### src/rtl/cfi_alert_handler_if.sv
// Alert stream between the CFI monitor, the handler and the exception/CSR logic.
// alert_valid/alert_ready: an alert transfers on a cycle where both are 1; once raised, valid and payload hold until then.
interface cfi_alert_handler_if #(
   parameter int unsigned CNT_W = 8
);
   logic             violation;
   logic [63:0]      violation_pc;
   logic             alert_valid;
   logic             alert_ready;
   logic [63:0]      alert_cause;
   logic [63:0]      alert_tval;
   logic             halt_req;
   logic             overflow;
   logic [CNT_W-1:0] viol_count;
   logic             clear;
   logic [1:0]       dbg_state;

   modport master (
      output violation, violation_pc, alert_ready, clear,
      input  alert_valid, alert_cause, alert_tval, halt_req, overflow, viol_count, dbg_state
   );

   modport slave (
      input  violation, violation_pc, alert_ready, clear,
      output alert_valid, alert_cause, alert_tval, halt_req, overflow, viol_count, dbg_state
   );
endinterface

### src/rtl/cfi_alert_handler.sv
// Buffers CFI violation PCs into an alert stream, counts violations and escalates to a halt request.
// Define CFI_ALERT_LOCK_EN to make escalation sticky until reset (clear ignored while escalated).
module cfi_alert_handler #(
   parameter int unsigned DEPTH         = 4,
   parameter int unsigned CNT_W         = 8,
   parameter int unsigned ESC_THRESHOLD = 3,
   parameter logic [63:0] CAUSE         = 64'h18
) (
   input logic                clk_i,
   input logic                rst_ni,
   cfi_alert_handler_if.slave bus
);
   localparam int unsigned AW = $clog2(DEPTH);

   typedef enum logic [1:0] {
      IDLE     = 2'd0,
      REPORT   = 2'd1,
      ESCALATE = 2'd2
   } state_e;

   state_e           state_q, state_d;
   logic [63:0]      mem_q [DEPTH];
   logic [AW:0]      wr_ptr_q, rd_ptr_q, wr_ptr_d, rd_ptr_d;
   logic [CNT_W-1:0] count_q, count_d;
   logic             overflow_q, halt_q;
   logic             empty, full, pop, push, drop, clear_eff;

   assign empty = (wr_ptr_q == rd_ptr_q);
   assign full  = (wr_ptr_q[AW] != rd_ptr_q[AW]) && (wr_ptr_q[AW-1:0] == rd_ptr_q[AW-1:0]);

`ifdef CFI_ALERT_LOCK_EN
   assign clear_eff = bus.clear && (state_q != ESCALATE);
`else
   assign clear_eff = bus.clear;
`endif

   // A pop frees the head slot in the same cycle, so a full FIFO still accepts a push then.
   assign pop  = !empty && bus.alert_ready;
   assign push = bus.violation && !clear_eff && (!full || pop);
   assign drop = bus.violation && !clear_eff && full && !pop;

   assign wr_ptr_d = clear_eff ? '0 : wr_ptr_q + {{AW{1'b0}}, push};
   assign rd_ptr_d = clear_eff ? '0 : rd_ptr_q + {{AW{1'b0}}, pop};

   always_comb begin
      count_d = count_q;
      if (clear_eff) begin
         count_d = '0;
      end else if (bus.violation && (count_q != '1)) begin
         count_d = count_q + 1'b1;
      end
   end

   always_comb begin
      state_d = state_q;
      if (clear_eff) begin
         state_d = IDLE;
      end else if ((state_q == ESCALATE) || (count_q >= CNT_W'(ESC_THRESHOLD))) begin
         state_d = ESCALATE;
      end else if (wr_ptr_d != rd_ptr_d) begin
         state_d = REPORT;
      end else begin
         state_d = IDLE;
      end
   end

   always_ff @(posedge clk_i or negedge rst_ni) begin
      if (!rst_ni) begin
         state_q    <= IDLE;
         wr_ptr_q   <= '0;
         rd_ptr_q   <= '0;
         count_q    <= '0;
         overflow_q <= 1'b0;
         halt_q     <= 1'b0;
      end else begin
         state_q  <= state_d;
         wr_ptr_q <= wr_ptr_d;
         rd_ptr_q <= rd_ptr_d;
         count_q  <= count_d;
         halt_q   <= (state_d == ESCALATE);
         if (clear_eff) begin
            overflow_q <= 1'b0;
         end else if (drop) begin
            overflow_q <= 1'b1;
         end
      end
   end

   // Storage needs no reset: the payload is masked whenever the FIFO is empty.
   always_ff @(posedge clk_i) begin
      if (push) begin
         mem_q[wr_ptr_q[AW-1:0]] <= bus.violation_pc;
      end
   end

   assign bus.alert_valid = !empty;
   assign bus.alert_cause = empty ? 64'h0 : CAUSE;
   assign bus.alert_tval  = empty ? 64'h0 : mem_q[rd_ptr_q[AW-1:0]];
   assign bus.halt_req    = halt_q;
   assign bus.overflow    = overflow_q;
   assign bus.viol_count  = count_q;
   assign bus.dbg_state   = state_q;
endmodule

### src/flat_wrapper.sv
// flat-port wrapper written by rule: the top's interface ports become plain ports
module cfi_alert_handler_flat 
#(
   parameter int unsigned DEPTH         = 4,
   parameter int unsigned CNT_W         = 8,
   parameter int unsigned ESC_THRESHOLD = 3,
   parameter logic [63:0] CAUSE         = 64'h18
)
  (clk_i, rst_ni, bus_violation, bus_violation_pc, bus_alert_ready, bus_clear, bus_alert_valid, bus_alert_cause, bus_alert_tval, bus_halt_req, bus_overflow, bus_viol_count, bus_dbg_state);
  cfi_alert_handler_if #(.CNT_W(CNT_W)) bus_i ();
  input logic clk_i;
  input logic rst_ni;
  input wire logic [$bits(bus_i.violation)-1:0] bus_violation;
  input wire logic [$bits(bus_i.violation_pc)-1:0] bus_violation_pc;
  input wire logic [$bits(bus_i.alert_ready)-1:0] bus_alert_ready;
  input wire logic [$bits(bus_i.clear)-1:0] bus_clear;
  output wire logic [$bits(bus_i.alert_valid)-1:0] bus_alert_valid;
  output wire logic [$bits(bus_i.alert_cause)-1:0] bus_alert_cause;
  output wire logic [$bits(bus_i.alert_tval)-1:0] bus_alert_tval;
  output wire logic [$bits(bus_i.halt_req)-1:0] bus_halt_req;
  output wire logic [$bits(bus_i.overflow)-1:0] bus_overflow;
  output wire logic [$bits(bus_i.viol_count)-1:0] bus_viol_count;
  output wire logic [$bits(bus_i.dbg_state)-1:0] bus_dbg_state;
  assign bus_i.violation = bus_violation;
  assign bus_i.violation_pc = bus_violation_pc;
  assign bus_i.alert_ready = bus_alert_ready;
  assign bus_i.clear = bus_clear;
  assign bus_alert_valid = bus_i.alert_valid;
  assign bus_alert_cause = bus_i.alert_cause;
  assign bus_alert_tval = bus_i.alert_tval;
  assign bus_halt_req = bus_i.halt_req;
  assign bus_overflow = bus_i.overflow;
  assign bus_viol_count = bus_i.viol_count;
  assign bus_dbg_state = bus_i.dbg_state;
  cfi_alert_handler #(.DEPTH(DEPTH), .CNT_W(CNT_W), .ESC_THRESHOLD(ESC_THRESHOLD), .CAUSE(CAUSE)) u_core (.clk_i(clk_i), .rst_ni(rst_ni), .bus(bus_i));
endmodule
### config.mk
export PLATFORM = sky130hd
export DESIGN_NAME = cfi_alert_handler_flat
export DESIGN_NICKNAME = d
export VERILOG_FILES = /design/src/rtl/cfi_alert_handler_if.sv /design/src/rtl/cfi_alert_handler.sv /design/src/flat_wrapper.sv
export SDC_FILE = /design/constraint.sdc
export NUM_CORES = 1
export LEC_CHECK = 0
export CAP_MARGIN = 10
export CORE_MARGIN = 5
export CORE_UTILIZATION = 35
export DETAILED_ROUTE_END_ITERATION = 10
export GPL_TIMING_DRIVEN = 0
export HOLD_SLACK_MARGIN = 0.08
export PLACE_DENSITY = 0.66
export SLEW_MARGIN = 20
export SYNTH_ARGS = -nofsm -noshare
export SYNTH_HDL_FRONTEND = slang
export SYNTH_SLANG_ARGS = --single-unit
### constraint.sdc
create_clock -name clk_i -period 15.8 [get_ports clk_i]
set_input_delay 3.16 -clock clk_i [delete_from_list [all_inputs] [get_ports clk_i]]
set_output_delay 3.16 -clock clk_i [all_outputs]
set_load 0.01 [all_outputs]
==> flow_metrics.env, run 1 <==
export IMPL_status="finished, final reports clean"
export IMPL_first_global_vias=5918
export IMPL_timing_hold_ws_ns=0.5167
export IMPL_layout_min_cycle_time_ns=5.925
export IMPL_hp_class="register to register"
export IMPL_die_y_um=189.2
export IMPL_finalPower_mw=1.853
export IMPL_grt_start_max_net_pins=42
export IMPL_start_util_pct=35.52
export IMPL_path_class="register to output port"
export IMPL_hold_buffers=0
export IMPL_min_path_cells=2
export IMPL_dpl_cell_area_sq_um=13610
export IMPL_fin_util_pct=46.19
export IMPL_dp_worst_setup_slack_ns=9.651
export IMPL_layout_commonest_cell="edfxtp_1"
export IMPL_cts_max_level=1
export IMPL_p_per_area_nw_per_um2=126.8
export IMPL_fin_skew_ns=0.01330
export IMPL_relSlewSlack_pct=43.11
export IMPL_worstHoldStart="u_core.bus.overflow"
export IMPL_final_cell_mix="edfxtp_1 (256), clkdlybuf4s50_1 (147), buf_4 (72)"
export IMPL_cts_clk_slew_worst_paths_ns=0.06
export IMPL_ant_nets=0
export IMPL_cts_resized=0
export IMPL_hold_viol_final=0
export IMPL_place_congestion=0.6844
export IMPL_cp_max_fo=10
export IMPL_synthArstFlopShare_pct=6.569
export IMPL_n_fill_cell=2673
export IMPL_r2r_start="u_core.rd_ptr_q[2]"
export IMPL_cts_tree="built"
export IMPL_dieArea_sq_um=35790
export IMPL_synth_cell_types=37
export IMPL_synthTopCellsByArea="edfxtp_1 (68%), mux4_2 (12%), buf_4 (4.3%), dfrtp_1 (4.0%), nor2b_1 (3.6%)"
export IMPL_route_detailed_drc=0
export IMPL_p_leak_nw=5.071
export IMPL_diodes=0
export IMPL_numCtsBuffers=29
export IMPL_viasPerCell=4.560
export IMPL_tns_ns=0
export IMPL_drive_above_1_share_pct=25.90
export IMPL_synth_top_area_cell="edfxtp_1"
export IMPL_avgSynthCellArea_sq_um=20.03
export IMPL_firstDrtPassIters=4
export IMPL_clkLatencyLatePin_ns=0.54
export IMPL_io_pins=210
export IMPL_crit_arrival_ns=2.76
export IMPL_fp_row_count=65
export IMPL_cp_startpoint="u_core.wr_ptr_q[1]"
export IMPL_multiInputGateArea_sq_um=2641
export IMPL_clock_sinks=274
export IMPL_max_vdd_ir_drop_mv=0.07692
export IMPL_fmax_ghz=0.1688
export IMPL_worst_pin_slew_ns=0.8506
export IMPL_core_area_sq_um=31640
export IMPL_synth_edf_count=256
export IMPL_critPathCaptureType="output port"
export IMPL_die_w_um=189.2
export IMPL_rsz0062_at_grt="false"
export IMPL_dp_cells=1184
export IMPL_layout_area_seq_sq_um=8138
export IMPL_wl_per_cell_um=18.19
export IMPL_r2r_end="u_core.mem_q[0][25]"
export IMPL_maxCapViolCount=0
export IMPL_post_route_period_util_pct=37.50
export IMPL_antenna_found_initial=2
export IMPL_hold_end="u_core.bus.overflow"
export IMPL_grt_ovfl_total=0
export IMPL_ys_ff_latch=274
export IMPL_synth_area_sq_um=11240
export IMPL_syn_inst=561
export IMPL_clk_path_buf_depth=3
export IMPL_r2r_setup_slack_ns=12.82
export IMPL_layout_nets=887
export IMPL_port_buffers=147
export IMPL_dp_hpwl_mm=15.05
export IMPL_crit_required_ns=12.64
export IMPL_fin_cells=1236
export IMPL_setup_ws_ns=9.875
export IMPL_yosysWarnings=0
export IMPL_ys_flop_type="edfxtp_1"
export IMPL_grt_usage_pct=12.26
export IMPL_drtIter0Drc=301
export IMPL_slew_viol_final=0
export IMPL_cts_root_buf="clkbuf_16"
export IMPL_syn2layout_area_growth_pct=30.07
export IMPL_final_area_sq_um=14610
export IMPL_setup_viol=0
export IMPL_grt_pass1_wl_mm=34.51
export IMPL_postCtsSetupRepairBufs=0
export IMPL_ys_seq_area_share_pct=72.43
export IMPL_vias=5636
export IMPL_netlist_area_leader_share_pct=68.42
export IMPL_cp_start_kind="register"
export IMPL_wirelength_mm=22.49
export IMPL_reg2reg_depth=8
[cell type report]
class | count | area share [%]
clock inverters | 20 | 1.841
well taps | 402 | 3.442
clock buffers | 32 | 5.043
plain buffers | 87 | 4.786
inverters | 1 | 0.02568
flip-flops and latches | 274 | 55.68
repair buffers | 160 | 11.10
multi-input cells | 260 | 18.07
[sequential cells by signal, summed over array words and instances, names as in the netlist]
register / flops
u_core.bus.dbg_state: 2
u_core.bus.halt_req: 1
u_core.bus.overflow: 1
u_core.bus.viol_count: 8
u_core.mem_q: 256
u_core.rd_ptr_q: 3
u_core.wr_ptr_q: 3
[worst max-delay path, stage by stage (launching register included)]
cell             delay (ns)
dfrtp_1                0.46
xor2_1                 0.17
nor2_1                 0.21
and2_4                 0.21
clkbuf_1               0.42
inv_1                  0.14
buf_4                  0.16
clkdlybuf4s50_1        0.47
[routing by layer]
metal / vias up / wire (um) / track usage [%]
met3: 28 / 1930 / 3.687
met2: 216 / 10290 / 19.18
met1: 2809 / 9987 / 17.21
met4: 4 / 253 / 2.466
li1: 2579 / - / -
met5: - / 27 / 0
[power breakdown]
group / total (mW) / switching (mW) / internal [mW] / leakage, nW
Combinational: 0.330 / 0.145 / 0.185 / 2.01
Clock: 0.706 / 0.271 / 0.435 / 0.492
Sequential: 0.817 / 0.00517 / 0.811 / 2.57
Total: 1.85 / 0.422 / 1.43 / 5.07
[how the worst max path moves through the flow]
stage	to	cells after the start
2_1_floorplan	u_core.mem_q[0][0]	3
3_3_place_gp	u_core.mem_q[0][31]	4
3_5_place_dp	u_core.mem_q[0][32]	8
4_1_cts	bus_alert_cause[3]	7
5_1_grt	bus_alert_cause[3]	7
6_report	bus_alert_cause[4]	7
[synth_stat cells, types with 6 or more instances]
cell	number
nor2b_4	7
buf_4	64
nor2_1	9
dfrtp_1	18
mux4_2	60
nor2b_1	64
xnor2_1	6
buf_2	10
buf_12	6
edfxtp_1	256
[cell families (layout without fill, tap and decap cells)]
group           after synthesis  after routing  synth area share [%]
xor+xnor                     11             11                0.8574
mux                          65             65                 13.05
simple gates                101            101                 5.924
buf+inv                      88            300                 6.258
fa+ha+maj                     5              5                0.5568
flops                       274            274                 72.43
compound gates               16             16                0.8909
other cells                   1             62               0.03338
(Power assumes the default switching activity.)
==> run 2: changes to the inputs <==
--- a/config.mk
+++ b/config.mk
@@ -11,7 +11,7 @@
 export DETAILED_ROUTE_END_ITERATION = 10
 export GPL_TIMING_DRIVEN = 0
 export HOLD_SLACK_MARGIN = 0.08
-export PLACE_DENSITY = 0.66
+export PLACE_DENSITY = 0.68
 export SLEW_MARGIN = 20
 export SYNTH_ARGS = -nofsm -noshare
 export SYNTH_HDL_FRONTEND = slang
==> constraint.sdc (replaced) <==
create_clock -name clk_i -period 4.86 [get_ports clk_i]
set_input_delay 0.972 -clock clk_i [delete_from_list [all_inputs] [get_ports clk_i]]
set_output_delay 0.972 -clock clk_i [all_outputs]
set_load 0.01 [all_outputs]
==> run 2 against run 1 <==
Net effect:
- non-clock buffer count down 4
- cell area shrank 0.36%
- largest power group unchanged
- critical path depth did not move
- largest cell class unchanged
- worst setup slack worse by 8.7 ns
- critical path type unchanged
- die area is the same
- count of clock-buffer cells in the layout increased by 3
- worst hold slack gained 0.0032 ns
==> flow_metrics.env, run 2 (synthesized netlist as in run 1, its figures left out) <==
export IMPL_vias=5576
export IMPL_layout_commonest_cell="edfxtp_1"
export IMPL_internal_power_mw=4.563
export IMPL_hold_viol_final=0
export IMPL_cts_clk_slew_worst_paths_ns=0.06
export IMPL_dpl_cell_area_sq_um=13630
export IMPL_timing_hold_ws_ns=0.5199
export IMPL_p_leak_nw=5.028
export IMPL_cts_resized=0
export IMPL_cp_start_kind="register"
export IMPL_start_util_pct=35.52
export IMPL_syn2layout_area_growth_pct=29.60
export IMPL_drtIter0Drc=245
export IMPL_core_area_sq_um=31640
export IMPL_diodes=0
export IMPL_grt_usage_pct=12.29
export IMPL_n_fill_cell=2699
export IMPL_tns_ns=0
export IMPL_switching_share_pct=22.62
export IMPL_fp_row_count=65
export IMPL_rsz0062_at_grt="false"
export IMPL_cp_max_fo=10
export IMPL_cts_max_level=1
export IMPL_cts_tree="built"
export IMPL_clk_path_buf_depth=3
export IMPL_drive_above_1_share_pct=24.55
export IMPL_wirelength_mm=22.31
export IMPL_p_per_area_nw_per_um2=404.9
export IMPL_antenna_found_initial=1
export IMPL_ant_nets=0
export IMPL_maxCapViolCount=0
export IMPL_firstDrtPassIters=4
export IMPL_slew_viol_final=0
export IMPL_min_path_cells=2
export IMPL_final_area_sq_um=14560
export IMPL_worst_pin_slew_ns=0.8370
export IMPL_finalPower_mw=5.896
export IMPL_dp_hpwl_mm=14.82
export IMPL_final_cell_mix="edfxtp_1 (256), clkdlybuf4s50_1 (147), nor2b_1 (64), buf_4 (64), conb_1 (62)"
export IMPL_layout_area_seq_sq_um=8138
export IMPL_die_w_um=189.2
export IMPL_hp_class="register to register"
export IMPL_cts_root_buf="clkbuf_16"
export IMPL_layout_min_cycle_time_ns=3.733
export IMPL_setup_viol=0
export IMPL_layout_nets=882
export IMPL_crit_arrival_ns=2.76
export IMPL_multiInputGateArea_sq_um=2648
export IMPL_viasPerCell=4.537
export IMPL_max_vdd_ir_drop_mv=0.3071
export IMPL_reg2reg_depth=11
export IMPL_p_clk_share_pct=36.8
export IMPL_die_y_um=189.2
export IMPL_io_pins=210
export IMPL_combPwrFrac_pct=18.1
export IMPL_largest_reg_flops=256
export IMPL_p_switching_mw=1.334
export IMPL_post_route_period_util_pct=76.82
export IMPL_critPathCaptureType="output port"
export IMPL_clkLatencyLatePin_ns=0.55
export IMPL_grt_ovfl_total=0
export IMPL_seq_power_share_pct=45.0
export IMPL_fin_skew_ns=0.02398
export IMPL_numCtsBuffers=28
export IMPL_postCtsSetupRepairBufs=0
export IMPL_route_detailed_drc=0
export IMPL_wl_per_cell_um=18.15
export IMPL_clock_sinks=274
export IMPL_port_buffers=147
export IMPL_place_congestion=0.6940
export IMPL_fmax_ghz=0.2679
export IMPL_first_global_vias=6005
export IMPL_dieArea_sq_um=35790
export IMPL_grt_pass1_wl_mm=34.53
export IMPL_grt_start_max_net_pins=38
export IMPL_relSlewSlack_pct=44.03
export IMPL_hold_buffers=0
export IMPL_status="finished, final reports clean"
export IMPL_path_class="register to output port"
export IMPL_crit_required_ns=3.89
## run 2: cell count changes in the layout (fill, tap and decap cells not counted), moves of 3 or more
cell      previous run  this run
buf_4               72        64
buf_8                0         6
clkbuf_1             7        11
buf_12              10         7
clkinv_2             7         4
## run 2: worst paths after layout
check | startpoint | end | slack, ns
worst max-delay path | u_core.wr_ptr_q[0] | bus_alert_tval[52] | 1.13
worst min-delay path | u_core.bus.overflow | u_core.bus.overflow | 0.52
worst max register to register | u_core.wr_ptr_q[0] | u_core.bus.dbg_state[0] | 2.17
worst min register to register | u_core.bus.overflow | u_core.bus.overflow | 0.52
max in group asynchronous | rst_ni | u_core.bus.dbg_state[1] | 3.41
min in group asynchronous | rst_ni | u_core.bus.viol_count[1] | 0.93
## run 2: power by group through the flow
| stage | Combinational (mW) | Clock, mW | Sequential, mW |
|---|---|---|---|
| 6_report | 1.07 | 2.17 | 2.66 |
| 5_1_grt | 1.16 | 2.34 | 2.66 |
| 4_1_cts | 1.10 | 2.24 | 2.66 |
| 3_5_place_dp | 1.09 | 0 | 2.71 |
| 3_3_place_gp | 1.08 | 0 | 2.71 |
| 2_1_floorplan | 0.609 | 0 | 2.71 |
## run 2: area by class of cell
class / count / area share, %
clock inverter: 14 / 1.418
sequential: 274 / 55.89
tap: 402 / 3.454
multi-input combinational: 260 / 18.18
timing repair buffer: 156 / 11.24
clock buffer: 35 / 4.992
buffer: 87 / 4.803
inverter: 1 / 0.02578
## run 2: critical path, stage by stage (launching register included)
cell	delay (ns)
dfrtp_1	0.47
xor2_1	0.18
nor2_1	0.23
and2_4	0.21
buf_6	0.18
buf_2	0.33
nor2b_1	0.08
clkdlybuf4s50_1	0.55
## run 2: per-layer routing
metal,vias to the layer above,global-route usage (%),part of all wire (%),routed length [um]
met4,2,2.859,1.7,374
li1,2588,-,-,-
met3,29,3.521,8.6,1908
met1,2757,15.44,40,9026
met5,-,0,0.058,13
met2,200,21.23,49,10990
## run 2: stage by stage
step | std cells | util [%] | setup WS [ns]
final | 1229 | 46.03 | 1.127
after global routing | 1229 | 46.03 | 0.8610
after CTS | 1229 | 46.03 | 1.005
after detailed placement | 1180 | 43.08 | 1.311
after global placement | 1171 | 42.50 | -2.377
after floorplan | 622 | - | 0.5372
